<file path="src/rtl/instr_loader_if.sv">
// ============================================================================
// Module   : instr_loader_if
// Purpose  : Stream-in / instruction-memory-out bundle for the program loader.
// Revision : 1.0
// ============================================================================
`default_nettype none

interface instr_loader_if;
  logic        load_start;
  logic        in_valid;
  logic [15:0] in_data;
  logic        in_ready;
  logic        imem_we;
  logic [15:0] imem_addr;
  logic [15:0] imem_wdata;
  logic        cpu_hold;
  logic        done;
  logic        error;
  logic [15:0] words_loaded;

  modport master (
    output load_start, in_valid, in_data,
    input  in_ready, imem_we, imem_addr, imem_wdata,
    input  cpu_hold, done, error, words_loaded
  );

  modport slave (
    input  load_start, in_valid, in_data,
    output in_ready, imem_we, imem_addr, imem_wdata,
    output cpu_hold, done, error, words_loaded
  );
endinterface

`default_nettype wire

</file>
<file path="src/rtl/instr_loader.sv">
// ============================================================================
// Module   : instr_loader
// Purpose  : Loads a length/payload/checksum word stream into instruction
//            memory while holding the CPU; releases it on a checksum match.
// Revision : 1.0
// ============================================================================
`default_nettype none

module instr_loader #(
  parameter int          ADDR_W    = 8,
  parameter logic [15:0] BASE_ADDR = 16'h0000
) (
  input  logic           clk,
  input  logic           pc_reset,
  instr_loader_if.slave  bus
);

  localparam logic [16:0] c_DEPTH = 17'(1) << ADDR_W;

  typedef enum logic [2:0] {
    S_IDLE   = 3'd0,
    S_HEADER = 3'd1,
    S_LOAD   = 3'd2,
    S_CHECK  = 3'd3,
    S_DONE   = 3'd4,
    S_ERROR  = 3'd5
  } state_t;

  state_t      r_state;
  state_t      w_next;

  logic [15:0] r_len;
  logic [15:0] r_count;
  logic [15:0] r_sum;
  logic        r_we;
  logic [15:0] r_waddr;
  logic [15:0] r_wdata;

  logic        w_ready;
  logic        w_clear;
  logic        w_hdr;
  logic        w_pay;
  logic        w_hold;
  logic        w_done;
  logic        w_err;
  logic        w_len_bad;

  assign w_len_bad = (bus.in_data == 16'd0) || ({1'b0, bus.in_data} > c_DEPTH);

  always_ff @(posedge clk) begin
    if (pc_reset) begin
      r_state <= S_IDLE;
    end else begin
      r_state <= w_next;
    end
  end

  always_comb begin
    w_next  = r_state;
    w_ready = 1'b0;
    w_clear = 1'b0;
    w_hdr   = 1'b0;
    w_pay   = 1'b0;
    w_hold  = 1'b1;
    w_done  = 1'b0;
    w_err   = 1'b0;
    case (r_state)
      S_IDLE, S_DONE, S_ERROR: begin
        w_hold = (r_state != S_DONE);
        w_done = (r_state == S_DONE);
        w_err  = (r_state == S_ERROR);
        if (bus.load_start) begin
          w_next  = S_HEADER;
          w_clear = 1'b1;
        end
      end
      S_HEADER: begin
        w_ready = 1'b1;
        if (bus.in_valid) begin
          w_hdr  = 1'b1;
          w_next = w_len_bad ? S_ERROR : S_LOAD;
        end
      end
      S_LOAD: begin
        w_ready = 1'b1;
        if (bus.in_valid) begin
          w_pay = 1'b1;
          if (r_count + 16'd1 == r_len) begin
            w_next = S_CHECK;
          end
        end
      end
      S_CHECK: begin
        w_ready = 1'b1;
        if (bus.in_valid) begin
          w_next = (bus.in_data == r_sum) ? S_DONE : S_ERROR;
        end
      end
      default: begin
        w_next = S_IDLE;
      end
    endcase
  end

  // Write port is registered so imem sees each payload word one cycle after it is accepted.
  always_ff @(posedge clk) begin
    if (pc_reset) begin
      r_len   <= 16'd0;
      r_count <= 16'd0;
      r_sum   <= 16'd0;
      r_we    <= 1'b0;
      r_waddr <= 16'd0;
      r_wdata <= 16'd0;
    end else begin
      r_we <= w_pay;
      if (w_clear) begin
        r_count <= 16'd0;
        r_sum   <= 16'd0;
      end
      if (w_hdr) begin
        r_len <= bus.in_data;
      end
      if (w_pay) begin
        r_count <= r_count + 16'd1;
        r_sum   <= r_sum + bus.in_data;
        r_waddr <= BASE_ADDR + r_count;
        r_wdata <= bus.in_data;
      end
    end
  end

  assign bus.in_ready     = w_ready;
  assign bus.imem_we      = r_we;
  assign bus.imem_addr    = r_waddr;
  assign bus.imem_wdata   = r_wdata;
  assign bus.cpu_hold     = w_hold;
  assign bus.done         = w_done;
  assign bus.error        = w_err;
  assign bus.words_loaded = r_count;

endmodule

`default_nettype wire

</file>
<file path="src/flat_wrapper.sv">
// flat-port wrapper written by rule: the top's interface ports become plain ports
module instr_loader_flat 
#(
  parameter int          ADDR_W    = 8,
  parameter logic [15:0] BASE_ADDR = 16'h0000
)
  (clk, pc_reset, bus_load_start, bus_in_valid, bus_in_data, bus_in_ready, bus_imem_we, bus_imem_addr, bus_imem_wdata, bus_cpu_hold, bus_done, bus_error, bus_words_loaded);
  instr_loader_if bus_i ();
  input  logic clk;
  input  logic pc_reset;
  input wire logic [$bits(bus_i.load_start)-1:0] bus_load_start;
  input wire logic [$bits(bus_i.in_valid)-1:0] bus_in_valid;
  input wire logic [$bits(bus_i.in_data)-1:0] bus_in_data;
  output wire logic [$bits(bus_i.in_ready)-1:0] bus_in_ready;
  output wire logic [$bits(bus_i.imem_we)-1:0] bus_imem_we;
  output wire logic [$bits(bus_i.imem_addr)-1:0] bus_imem_addr;
  output wire logic [$bits(bus_i.imem_wdata)-1:0] bus_imem_wdata;
  output wire logic [$bits(bus_i.cpu_hold)-1:0] bus_cpu_hold;
  output wire logic [$bits(bus_i.done)-1:0] bus_done;
  output wire logic [$bits(bus_i.error)-1:0] bus_error;
  output wire logic [$bits(bus_i.words_loaded)-1:0] bus_words_loaded;
  assign bus_i.load_start = bus_load_start;
  assign bus_i.in_valid = bus_in_valid;
  assign bus_i.in_data = bus_in_data;
  assign bus_in_ready = bus_i.in_ready;
  assign bus_imem_we = bus_i.imem_we;
  assign bus_imem_addr = bus_i.imem_addr;
  assign bus_imem_wdata = bus_i.imem_wdata;
  assign bus_cpu_hold = bus_i.cpu_hold;
  assign bus_done = bus_i.done;
  assign bus_error = bus_i.error;
  assign bus_words_loaded = bus_i.words_loaded;
  instr_loader #(.ADDR_W(ADDR_W), .BASE_ADDR(BASE_ADDR)) u_core (.clk(clk), .pc_reset(pc_reset), .bus(bus_i));
endmodule
</file>
<file path="config.mk">
export PLATFORM = sky130hd
export DESIGN_NAME = instr_loader_flat
export DESIGN_NICKNAME = d
export VERILOG_FILES = /design/src/rtl/instr_loader_if.sv /design/src/rtl/instr_loader.sv /design/src/flat_wrapper.sv
export SDC_FILE = /design/constraint.sdc
export NUM_CORES = 1
export LEC_CHECK = 0
export CAP_MARGIN = 20
export CORE_ASPECT_RATIO = 2
export CORE_MARGIN = 2
export CORE_UTILIZATION = 60
export CTS_BUF_LIST = sky130_fd_sc_hd__clkbuf_8
export DETAILED_ROUTE_END_ITERATION = 8
export PLACE_DENSITY_LB_ADDON = 0.12
export SLEW_MARGIN = 20
export SYNTH_ARGS = -nofsm -noshare
export SYNTH_HDL_FRONTEND = slang
export SYNTH_SLANG_ARGS = --single-unit
export TNS_END_PERCENT = 10
</file>
<file path="constraint.sdc">
create_clock -name clk -period 4.1 [get_ports clk]
set_clock_uncertainty 0.1 [all_clocks]
set_input_delay 0.41 -clock clk [delete_from_list [all_inputs] [get_ports clk]]
set_output_delay 0.41 -clock clk [all_outputs]
set_load 0.01 [all_outputs]
</file>
Yosys cells after proc, flatten, opt, wreduce, memory -nomap -nowiden

Index checks and enable logic that the tools add are counted.

Output and inout bits: 53
Register bits: 84
Logic and storage cells: 50
Input port bits: 20

Equality and inequality tests: 13
Mux-type cells: 20
$add $sub $neg: 2
Magnitude comparators: 1
Reductions and logical operators: 7

Operator list:

| kind                  | number |
|---|---|
| $mux 16               | 3 |
| $eq 16x16->1          | 2 |
| $mux 3                | 6 |
| $add 16x1->16 const B | 1 |
| $add 16x16->16        | 1 |
| $gt 16x9->1 const B   | 1 |
| $logic_not 16->1      | 1 |
| $pmux 3 s4            | 1 |
| $mux 1                | 10 |
| $ne 2x2->1 const B    | 4 |
| $eq 3x2->1 const B    | 2 |
| $eq 3x3->1 const B    | 2 |
| $reduce_or 3->1       | 2 |
| $reduce_and 5->1      | 1 |
| $eq 3x1->1 const B    | 1 |
| $logic_not 3->1       | 1 |
| $ne 3x3->1 const B    | 1 |
| $ne 2x1->1 const B    | 1 |
| $reduce_bool 2->1     | 1 |
| $logic_or 1x1->1      | 1 |

Depth between registers and ports, before layout

Gate-level depths: netlist of run 1.

Depth in word-level cells: 5
Mapped depth: 10
Gate-level depth less buffers: 9

Worst setup path after synthesis of run 1

No wires, ideal clock.

Kind: register to register
From: reg u_core.r_count[0], in the netlist u_core.bus.words_loaded[0]
To: reg u_core.r_state[0]
Required time: 3.933 ns
Clock period less this slack: 2.489 ns
Library setup time: 0.067 ns
Buffers on the path: 1
Arrival time: 2.321 ns
Stages on the path, launching flop included: 10
Slack: 1.611 ns
Path through: dfxtp_1 > ha_1 > buf_2 > nand4_2 > or4_4 > xor2_1 > o2111ai_1 > nor4_2 > o211ai_1 > a21oi_2

Word-level cells in the longest chain between the ends: 4

RTL lines:

| what                       | RTL line            | RTL |
|---|---|---|
| start: declaration         | instr_loader.sv:33  | `logic [15:0] r_count;` |
| start signal: assignment   | instr_loader.sv:124 | `r_count <= r_count + 16'd1;` |
| $add 16x1->16              | instr_loader.sv:88  | `if (r_count + 16'd1 == r_len) begin` |
| $eq 16x16->1               | instr_loader.sv:88  |  |
| $ne 2x1->1 (no line)       | --                  |  |
| $reduce_and 5->1 (no line) | --                  |  |
| end signal: assignment     | instr_loader.sv:54  | `r_state <= w_next;` |
| end: declaration           | instr_loader.sv:29  | `state_t r_state;` |

No other way between the ends.
A chain may end at the register's enable or synchronous reset.

Worst setup path after layout of run 1

Same ends and word-level chain as after synthesis.

==> results of run 1 <==
## layer usage
layer	up-vias	routed length [µm]	share of wire
met1	2117	5338	0.43
met4	0	436	0.036
met2	162	5897	0.48
li1	2192	-	-
met5	-	0	0
met3	32	601	0.049
## cells by family (layout without fill, tap and decap cells)
logic type | Yosys count | count (layout) | synth area share
XOR/XNOR | 31 | 31 | 0.05919
multiplexers | 1 | 1 | 0.002182
AND/OR/NAND/NOR | 245 | 245 | 0.2586
flip-flops | 84 | 84 | 0.3666
adder cells (fa/ha/maj) | 17 | 17 | 0.04801
AO/OA/AOI/OAI | 163 | 163 | 0.2196
buffers and inverters | 49 | 97 | 0.04583
## final timing paths
kind                            slack (ps)                  startpoint  cells after the start                        to
worst min register to register         360    u_core.bus.imem_wdata[0]                      2  u_core.bus.imem_wdata[0]
worst min-delay path                   360    u_core.bus.imem_wdata[0]                      2  u_core.bus.imem_wdata[0]
worst max-delay path                  1090  u_core.bus.words_loaded[0]                      8         u_core.r_state[0]
worst max register to register        1090  u_core.bus.words_loaded[0]                      8         u_core.r_state[0]
## area by class of cell
class	instances	area, µm²	share of cell area
clock inverter	5	51.30	0.009376
tap	94	117.6	0.02150
sequential	84	1682	0.3073
inverter	5	18.77	0.003430
clock buffer	11	151.4	0.02767
multi-input combinational	457	2705	0.4944
timing repair buffer	76	745.7	0.1363
## through the flow
step                hold slack (ps)    util  cells
finish                        355.8  0.7307    732
global route                  377.0  0.7307    732
CTS                           358.9  0.7307    732
detailed placement            348.6  0.7036    716
global placement              340.6  0.7036    716
floorplan                     329.2       -    590
## cells in the final DEF, fill, tap and decap left out, types with 5 or more instances in the layout
master / Yosys / routed
sky130_fd_sc_hd__or3_1: 5 / 5
sky130_fd_sc_hd__a22oi_1: 11 / 11
sky130_fd_sc_hd__o21ai_0: 29 / 29
sky130_fd_sc_hd__and3_1: 5 / 5
sky130_fd_sc_hd__nand4b_1: 5 / 5
sky130_fd_sc_hd__nor4_1: 12 / 12
sky130_fd_sc_hd__clkbuf_8: 0 / 11
sky130_fd_sc_hd__nor3_1: 10 / 10
sky130_fd_sc_hd__a21oi_1: 76 / 76
sky130_fd_sc_hd__a211oi_1: 7 / 7
sky130_fd_sc_hd__nand3b_1: 8 / 8
sky130_fd_sc_hd__dfxtp_1: 84 / 84
sky130_fd_sc_hd__clkdlybuf4s50_1: 0 / 71
sky130_fd_sc_hd__inv_1: 5 / 6
sky130_fd_sc_hd__nand3_1: 9 / 9
sky130_fd_sc_hd__ha_1: 16 / 16
sky130_fd_sc_hd__xnor2_1: 15 / 15
sky130_fd_sc_hd__xor2_1: 16 / 16
sky130_fd_sc_hd__nor2_1: 46 / 46
sky130_fd_sc_hd__nand2_1: 111 / 110
sky130_fd_sc_hd__nand4_1: 8 / 8
## worst min-delay path: stages (launching register included)
cell	delay (ps)
sky130_fd_sc_hd__dfxtp_1	310
sky130_fd_sc_hd__nand2_1	50
sky130_fd_sc_hd__a21oi_1	50
## flip-flops by register name, summed over array words and instances (netlist names)
signal and cells:
u_core.bus.imem_we 1, u_core.bus.imem_wdata 16, u_core.r_sum 16, u_core.r_len 16
u_core.bus.words_loaded 16, u_core.r_state 3, u_core.bus.imem_addr 16
## power groups by stage
stage               clock network [mW]  registers, mW  logic, mW
floorplan                            0          0.851      0.102
global placement                     0          0.858      0.155
detailed placement                   0          0.858      0.158
CTS                              0.611          0.839      0.159
global route                     0.643          0.841      0.176
finish                           0.605          0.839      0.162
==> impl_metrics.ini, run 1 <==
[run_status]
result_of_the_run = finished, final reports clean

[critical_path]
critPathSlowestCell = sky130_fd_sc_hd__or4_4
critical_path.top_delay_family = simple AND/OR/NAND/NOR gates
worst_setup_path_start_kind = register
cp_data_arrival_time_ps = 3210
critical_path.n_buffers_inverters = 0
worst-path-max-fanout = 10
crit_required_ps = 4300
worstSetupEndpointType = register
timing.setup.critical_path_class = register to register
slowest_delay_ps = 530
cp_cell_sequence = ha_1 > nand4_2 > or4_4 > xor2_1 > o2111ai_1 > nor4_2 > o211ai_1 > a21oi_2

[timing]
fin_crit_sh = 0.7343
fmax_ghz = 0.3321
setup_violations = 0
hold_violations = 0
unrepaired_setup_endpoints_after_global_routing = no
total_count_of_max_transition_violations_in_the_final_report = 0
fin_tns_setup_ps = 0
max_slew.worst_pin.slew_ps = 1016
timing.slew.headroom = 0.3226
final.min_clock_period_ps = 3011
timing.final.ws_setup_ps = 1089

[power]
power.share.combinational = 0.101
fin_total_pwr_mw = 1.606
switchingPower_mw = 0.4067
cellPowerDensity_nw_per_um2 = 293.5
p_leak_nw = 1.914
peakVddDrop_mv = 0.3897
internal_power_mw = 1.199
reg_power_frac = 0.523
power_switching_share = 0.2532
power.clock.fraction = 0.376

[cts]
cts.sink_count = 84
post_cts_resize_count = 0
htree_num_levels = 3
max-clock-path-buffers = 2
cts_root_buf = sky130_fd_sc_hd__clkbuf_8
post-cts-setup-buffer-count = 0
cts.reportedPaths.clkPinSlew_ps = 80
clkLatencyLatePin_ps = 360
tritoncts = done
cts_buffers = 9
cts.hold.buffers_added = 0

[die]
io_pins = 73
placement_rows = 45
initial_util = 0.6125
dieArea_um2 = 8403
floorplan.die.width_um = 65.83
die_height_um = 127.7
coreArea_um2 = 7488

[synthesis]
post-synth-top-count-cell = sky130_fd_sc_hd__nand2_1
synthesis.area_um2 = 4587
postSynthNetCount = 627
ys.warnings.count = 0
synth_largest_type_area_fraction = 0.3666
syn-mean-instance-area_um2 = 7.774
part_of_the_yosys_area_used_for_sequential_elements = 0.3666
yosys_most_used_dff = sky130_fd_sc_hd__dfxtp_1
synth.area.top_cells = sky130_fd_sc_hd__dfxtp_1 37%, sky130_fd_sc_hd__nand2_1 9.1%, sky130_fd_sc_hd__a21oi_1 8.3%, sky130_fd_sc_hd__ha_1 4.4%, sky130_fd_sc_hd__nor2_1 3.8%
synth_edf_count = 0
number_of_distinct_standard_cells_referenced_by_the_synthesized_netlist = 60
synth-async-reset-ratio = 0
synth_seq_cells = 84
post_synth_most_frequent_cells = 111 x sky130_fd_sc_hd__nand2_1, 84 x sky130_fd_sc_hd__dfxtp_1, 76 x sky130_fd_sc_hd__a21oi_1
synth_top_area_cell = sky130_fd_sc_hd__dfxtp_1
synth_cells = 590

[routing]
drt.antenna.violating_nets = 0
drc_errors_left = 0
viasPerCell = 6.152
route.detailed.wl_per_inst_um = 16.77
vias = 4503
detail_route.wirelength_mm = 12.27
detail_route.iter0.violations = 359
dr.pass1.iters = 5

[cells_and_area]
final.fill_count = 613
num_antenna_cells = 0
finish.instance_area_um2 = 5472
area.growth.synth_to_final_pct = 19.29
nets = 670
layout-drive-gt1-share = 0.05016

[global_route]
gr-usage-all-layers = 0.2973
grt_start_max_net_pins = 54
first_global_vias = 4033
grt_util_met3 = 0.04829
number_of_antenna_violations_at_the_first_check_in_global_routing = 0
grt_pass1_wl_mm = 19.62
most_crowded_layer_after_global_routing = met2
grt-ovfl-total = 0
grt.met1_usage = 0.3936
grtUsageMet2 = 0.4652

[worst_hold_path]
min_path_type = register to register

[placement]
io_buffer_count = 72
postPlaceCellArea_um2 = 5269
place_congestion = 0.9242
preCtsSetupSlack_ps = 904.8
place_hpwl_mm = 8.186

[run]
max_cap_viol_count = 0
(Power assumes the default switching activity.)
==> inputs of run 2 (changes only) <==
Settings changed: CORE_UTILIZATION 60 to 56.
Clock period 4.1 ns to 2.77 ns, I/O delays scaled along.
==> impl_metrics.ini, run 2 (synthesized netlist as in run 1, its figures left out) <==
[cells_and_area]
finish.instance_area_um2 = 5946
final-instance-count-excl-fill = 790
final.fill_count = 633
nets = 726
mostFrequentLayoutCells = 111 x sky130_fd_sc_hd__nand2_1, 83 x sky130_fd_sc_hd__dfxtp_1, 76 x sky130_fd_sc_hd__a21oi_1, 71 x sky130_fd_sc_hd__clkdlybuf4s50_1, 58 x sky130_fd_sc_hd__buf_4
area.growth.synth_to_final_pct = 29.62
final_common_cell = sky130_fd_sc_hd__nand2_1
num_antenna_cells = 0
layout-drive-gt1-share = 0.1326

[timing]
final.min_clock_period_ps = 2641
setup_violations = 0
timing.slew.headroom = 0.6062
hold_violations = 0
fmax_ghz = 0.3786
max_slew.worst_pin.slew_ps = 588.9
unrepaired_setup_endpoints_after_global_routing = no
total_count_of_max_transition_violations_in_the_final_report = 0
hold-worst-slack_ps = 255.6
timing.final.ws_setup_ps = 128.7
fin_crit_sh = 0.9535

[cts]
cts.reportedPaths.clkPinSlew_ps = 90
cts_buffers = 9
cts.hold.buffers_added = 0
tritoncts = done
post-cts-setup-buffer-count = 0
cts_root_buf = sky130_fd_sc_hd__clkbuf_8
clkLatencyLatePin_ps = 370
cts.sink_count = 84
htree_num_levels = 3
max-clock-path-buffers = 2
post_cts_resize_count = 0

[routing]
viasPerCell = 6.204
drt.antenna.violating_nets = 0
route.detailed.wl_per_inst_um = 18.29
detail_route.iter0.violations = 318
detail_route.wirelength_mm = 14.45
drc_errors_left = 0
vias = 4901
dr.pass1.iters = 5

[global_route]
gr-usage-all-layers = 0.3348
grt-ovfl-total = 0
number_of_antenna_violations_at_the_first_check_in_global_routing = 0
grt_start_max_net_pins = 54
grt_pass1_wl_mm = 22.85
first_global_vias = 4718

[die]
die_height_um = 132.0
io_pins = 73
initial_util = 0.5775
placement_rows = 46
dieArea_um2 = 8975
floorplan.die.width_um = 68.00
coreArea_um2 = 7943

[power]
peakVddDrop_mv = 0.3445
cellPowerDensity_nw_per_um2 = 414.5
fin_total_pwr_mw = 2.464
p_leak_nw = 2.194

[placement]
place_hpwl_mm = 10.79
preCtsSetupSlack_ps = -278.0
place_congestion = 0.9455
placed_cells = 774
io_buffer_count = 72
postPlaceCellArea_um2 = 5713

[run_status]
result_of_the_run = finished, final reports clean

[critical_path]
slowest_delay_ps = 450
worst-path-max-fanout = 3
timing.rr.start = u_core.bus.words_loaded[4]
worst_setup_path_start_kind = input pin
timing.setup.critical_path_class = input pin to register
cp_cell_sequence = clkdlybuf4s50_1 > ha_1 > buf_4 > a211oi_1 > o211ai_1 > a221oi_2 > a21oi_1 > a22o_1 > or3_1 > nand3_1
critical_path.top_delay_family = compound AO/OA/AOI/OAI gates
worstReg2RegEnd = u_core.r_state[0]
crit_required_ps = 2990
reg2reg_slack_ps = 180
cp_data_arrival_time_ps = 2860
rr_worst_depth = 8
worstSetupEndpointType = register
critical_path.n_buffers_inverters = 2
critPathSlowestCell = sky130_fd_sc_hd__clkdlybuf4s50_1

[worst_hold_path]
worst_hold_path.endpoint = u_core.r_sum[3]
min_path_type = input pin to register
worstHoldPathCells = 2
hold_path.startpoint = pc_reset

[run]
max_cap_viol_count = 0
## run 2: area by class of cell
cell class | instances | area, µm² | area share
clock buffers | 10 | 137.6 | 0.02315
clock inverters | 6 | 71.32 | 0.01199
inverters | 5 | 18.77 | 0.003157
multi-input cells | 457 | 2724 | 0.4581
flip-flops and latches | 84 | 1683 | 0.2830
well taps | 96 | 120.1 | 0.02020
repair buffers | 132 | 1191 | 0.2003
## run 2: worst max path at each step
stage | startpoint | end | depth (start not counted) | slack, ps
floorplan | u_core.bus.words_loaded[0] | u_core.r_state[0] | 9 | 280
global placement | bus_in_data[0] | u_core.r_sum[14] | 10 | -170
detailed placement | bus_in_data[0] | u_core.r_sum[14] | 10 | -280
CTS | bus_in_data[0] | u_core.r_sum[14] | 10 | 80
global route | bus_in_data[0] | u_core.r_sum[15] | 10 | 10
finish | bus_in_data[0] | u_core.r_sum[15] | 10 | 130
## run 2: metal layers
metal,GRT usage,vias up,part of all wire
li1,-,2302,-
met3,0.06405,75,0.041
met4,0.2111,0,0.070
met1,0.3265,2342,0.34
met5,0,-,0
met2,0.6030,182,0.55
## run 2: power breakdown
part | total (mW) | internal [mW] | switching [mW]
Sequential | 1.24 | 1.22 | 0.0140
Clock | 0.943 | 0.449 | 0.494
Combinational | 0.285 | 0.123 | 0.162
Total | 2.46 | 1.79 | 0.670
## run 2: through the flow
stage                     TNS [ps]    util
after CTS                        0  0.7456
after detailed placement    -583.4  0.7193
after floorplan                  0       -
final                            0  0.7486
after global routing             0  0.7486
after global placement      -289.9  0.7193
==> inputs of run 3 (changes only) <==
Settings changed: CAP_MARGIN 20 to 15, GPL_TIMING_DRIVEN set to 0.
==> impl_metrics.ini, run 3 (synthesized netlist as in run 1, its figures left out) <==
[cts]
cts.sink_count = 84
tritoncts = done
max-clock-path-buffers = 2
htree_num_levels = 3
clkLatencyLatePin_ps = 380
cts.reportedPaths.clkPinSlew_ps = 90
cts_buffers = 9
cts_root_buf = sky130_fd_sc_hd__clkbuf_8
cts.hold.buffers_added = 0

[cells_and_area]
num_antenna_cells = 0
final-instance-count-excl-fill = 771
nets = 707
post_route_core_utilization = 0.7175
mostFrequentLayoutCells = 111 x sky130_fd_sc_hd__nand2_1, 81 x sky130_fd_sc_hd__dfxtp_1, 76 x sky130_fd_sc_hd__a21oi_1, 67 x sky130_fd_sc_hd__clkdlybuf4s50_1, 45 x sky130_fd_sc_hd__nor2_1
area.growth.synth_to_final_pct = 24.25
final_common_cell = sky130_fd_sc_hd__nand2_1
multi_input_gate_area_um2 = 2771
finish.instance_area_um2 = 5699
layout-drive-gt1-share = 0.07407
seqCellArea_um2 = 1688
final.fill_count = 667

[critical_path]
critical_path.n_buffers_inverters = 1
worst-path-max-fanout = 10
critPathSlowestCell = sky130_fd_sc_hd__a2111oi_4
critical_path.top_delay_family = compound AO/OA/AOI/OAI gates
slowest_delay_ps = 400
timing.setup.critical_path_class = register to register
worst_setup_path_start_kind = register
crit_required_ps = 2970
cp_data_arrival_time_ps = 2960
worstSetupEndpointType = register
cp_cell_sequence = ha_1 > buf_2 > o21ba_1 > a221o_1 > a2111oi_4 > o2111ai_2 > nor4_4 > o211ai_1 > a21oi_2

[power]
peakVddDrop_mv = 0.2987
p_leak_nw = 1.989
cellPowerDensity_nw_per_um2 = 429.3

[timing]
fmax_ghz = 0.3629
fin_crit_sh = 0.9948
max_slew.worst_pin.slew_ps = 681.3
final.min_clock_period_ps = 2756
hold_violations = 0
unrepaired_setup_endpoints_after_global_routing = yes
timing.slew.headroom = 0.5458
total_count_of_max_transition_violations_in_the_final_report = 0
timing.final.ws_setup_ps = 14.31
setup_violations = 0
fin_tns_setup_ps = 0

[die]
die_height_um = 132.0
placement_rows = 46
floorplan.die.width_um = 68.00
dieArea_um2 = 8975
io_pins = 73
coreArea_um2 = 7943
initial_util = 0.5775

[global_route]
grt_start_max_net_pins = 15
gr-usage-all-layers = 0.3475
number_of_antenna_violations_at_the_first_check_in_global_routing = 0
grt-ovfl-total = 0
grt_pass1_wl_mm = 23.34
first_global_vias = 4781

[routing]
detail_route.wirelength_mm = 14.96
vias = 4895
viasPerCell = 6.349
drt.antenna.violating_nets = 0
detail_route.iter0.violations = 475
dr.pass1.iters = 5
routedLengthMet1_mm = 4.912
route.detailed.wl_per_inst_um = 19.40
drc_errors_left = 0
topRoutingLayerUsed = met4
met3_length_um = 733
met2_length_mm = 8.017

[run_status]
result_of_the_run = finished, final reports clean

[run]
max_cap_viol_count = 0

[worst_hold_path]
min_path_type = input pin to register

[placement]
place_hpwl_mm = 11.29
postPlaceCellArea_um2 = 5408
place_congestion = 0.9717
placed_cells = 756
preCtsSetupSlack_ps = -514.1
io_buffer_count = 70
[run 3: cell type report]
cell class / count / share of cell area
timing repair buffer: 71 / 0.1236
tap: 96 / 0.02108
clock buffer: 11 / 0.02656
buffer: 42 / 0.03249
sequential: 84 / 0.2962
multi-input combinational: 457 / 0.4863
inverter: 5 / 0.003293
clock inverter: 5 / 0.01054
[run 3: final timing paths]
check / startpoint / endpoint / slack [ps] / cells past startpoint
worst max-delay path: u_core.bus.words_loaded[0] / u_core.r_state[0] / 10 / 9
worst min-delay path: bus_in_data[15] / u_core.r_len[15] / 280 / 3
worst max register to register: u_core.bus.words_loaded[0] / u_core.r_state[0] / 10 / 9
worst min register to register: u_core.bus.imem_wdata[2] / u_core.bus.imem_wdata[2] / 360 / 2
[run 3: power breakdown]
group	internal [mW]	leakage [nW]	switching [mW]
combinational	0.0966	1.22	0.168
clock	0.465	0.0938	0.481
sequential	1.22	0.680	0.0142
[run 3: worst min-delay path, stage by stage]
cell                       delay [ps]
sky130_fd_sc_hd__clkbuf_1         250
sky130_fd_sc_hd__nand2_1          140
sky130_fd_sc_hd__a21oi_1           60
[run 3: what timing repair did]
action | 4_1_cts | 5_1_grt
endpoints found under the setup margin | 4 | 8
pin swaps | 2 | 3
resized for setup | 11 | 12
cloned | 0 | 0
setup buffers | 0 | 1
endpoints found under the hold margin | 0 | 0
[run 3: per-stage QoR]
stage	hold WS [ps]	total power, mW
global placement	343.1	1.510
finish	281.1	2.447
detailed placement	346.2	1.516
global route	295.8	2.505
floorplan	313.0	1.410
CTS	269.6	2.444
[run 3: per-layer routing]
layer  vias up  GRT usage
li1       2268          -
met1      2311     0.3261
met2       224     0.6030
met3        92    0.07686
met4         0     0.2789
met5         -          0
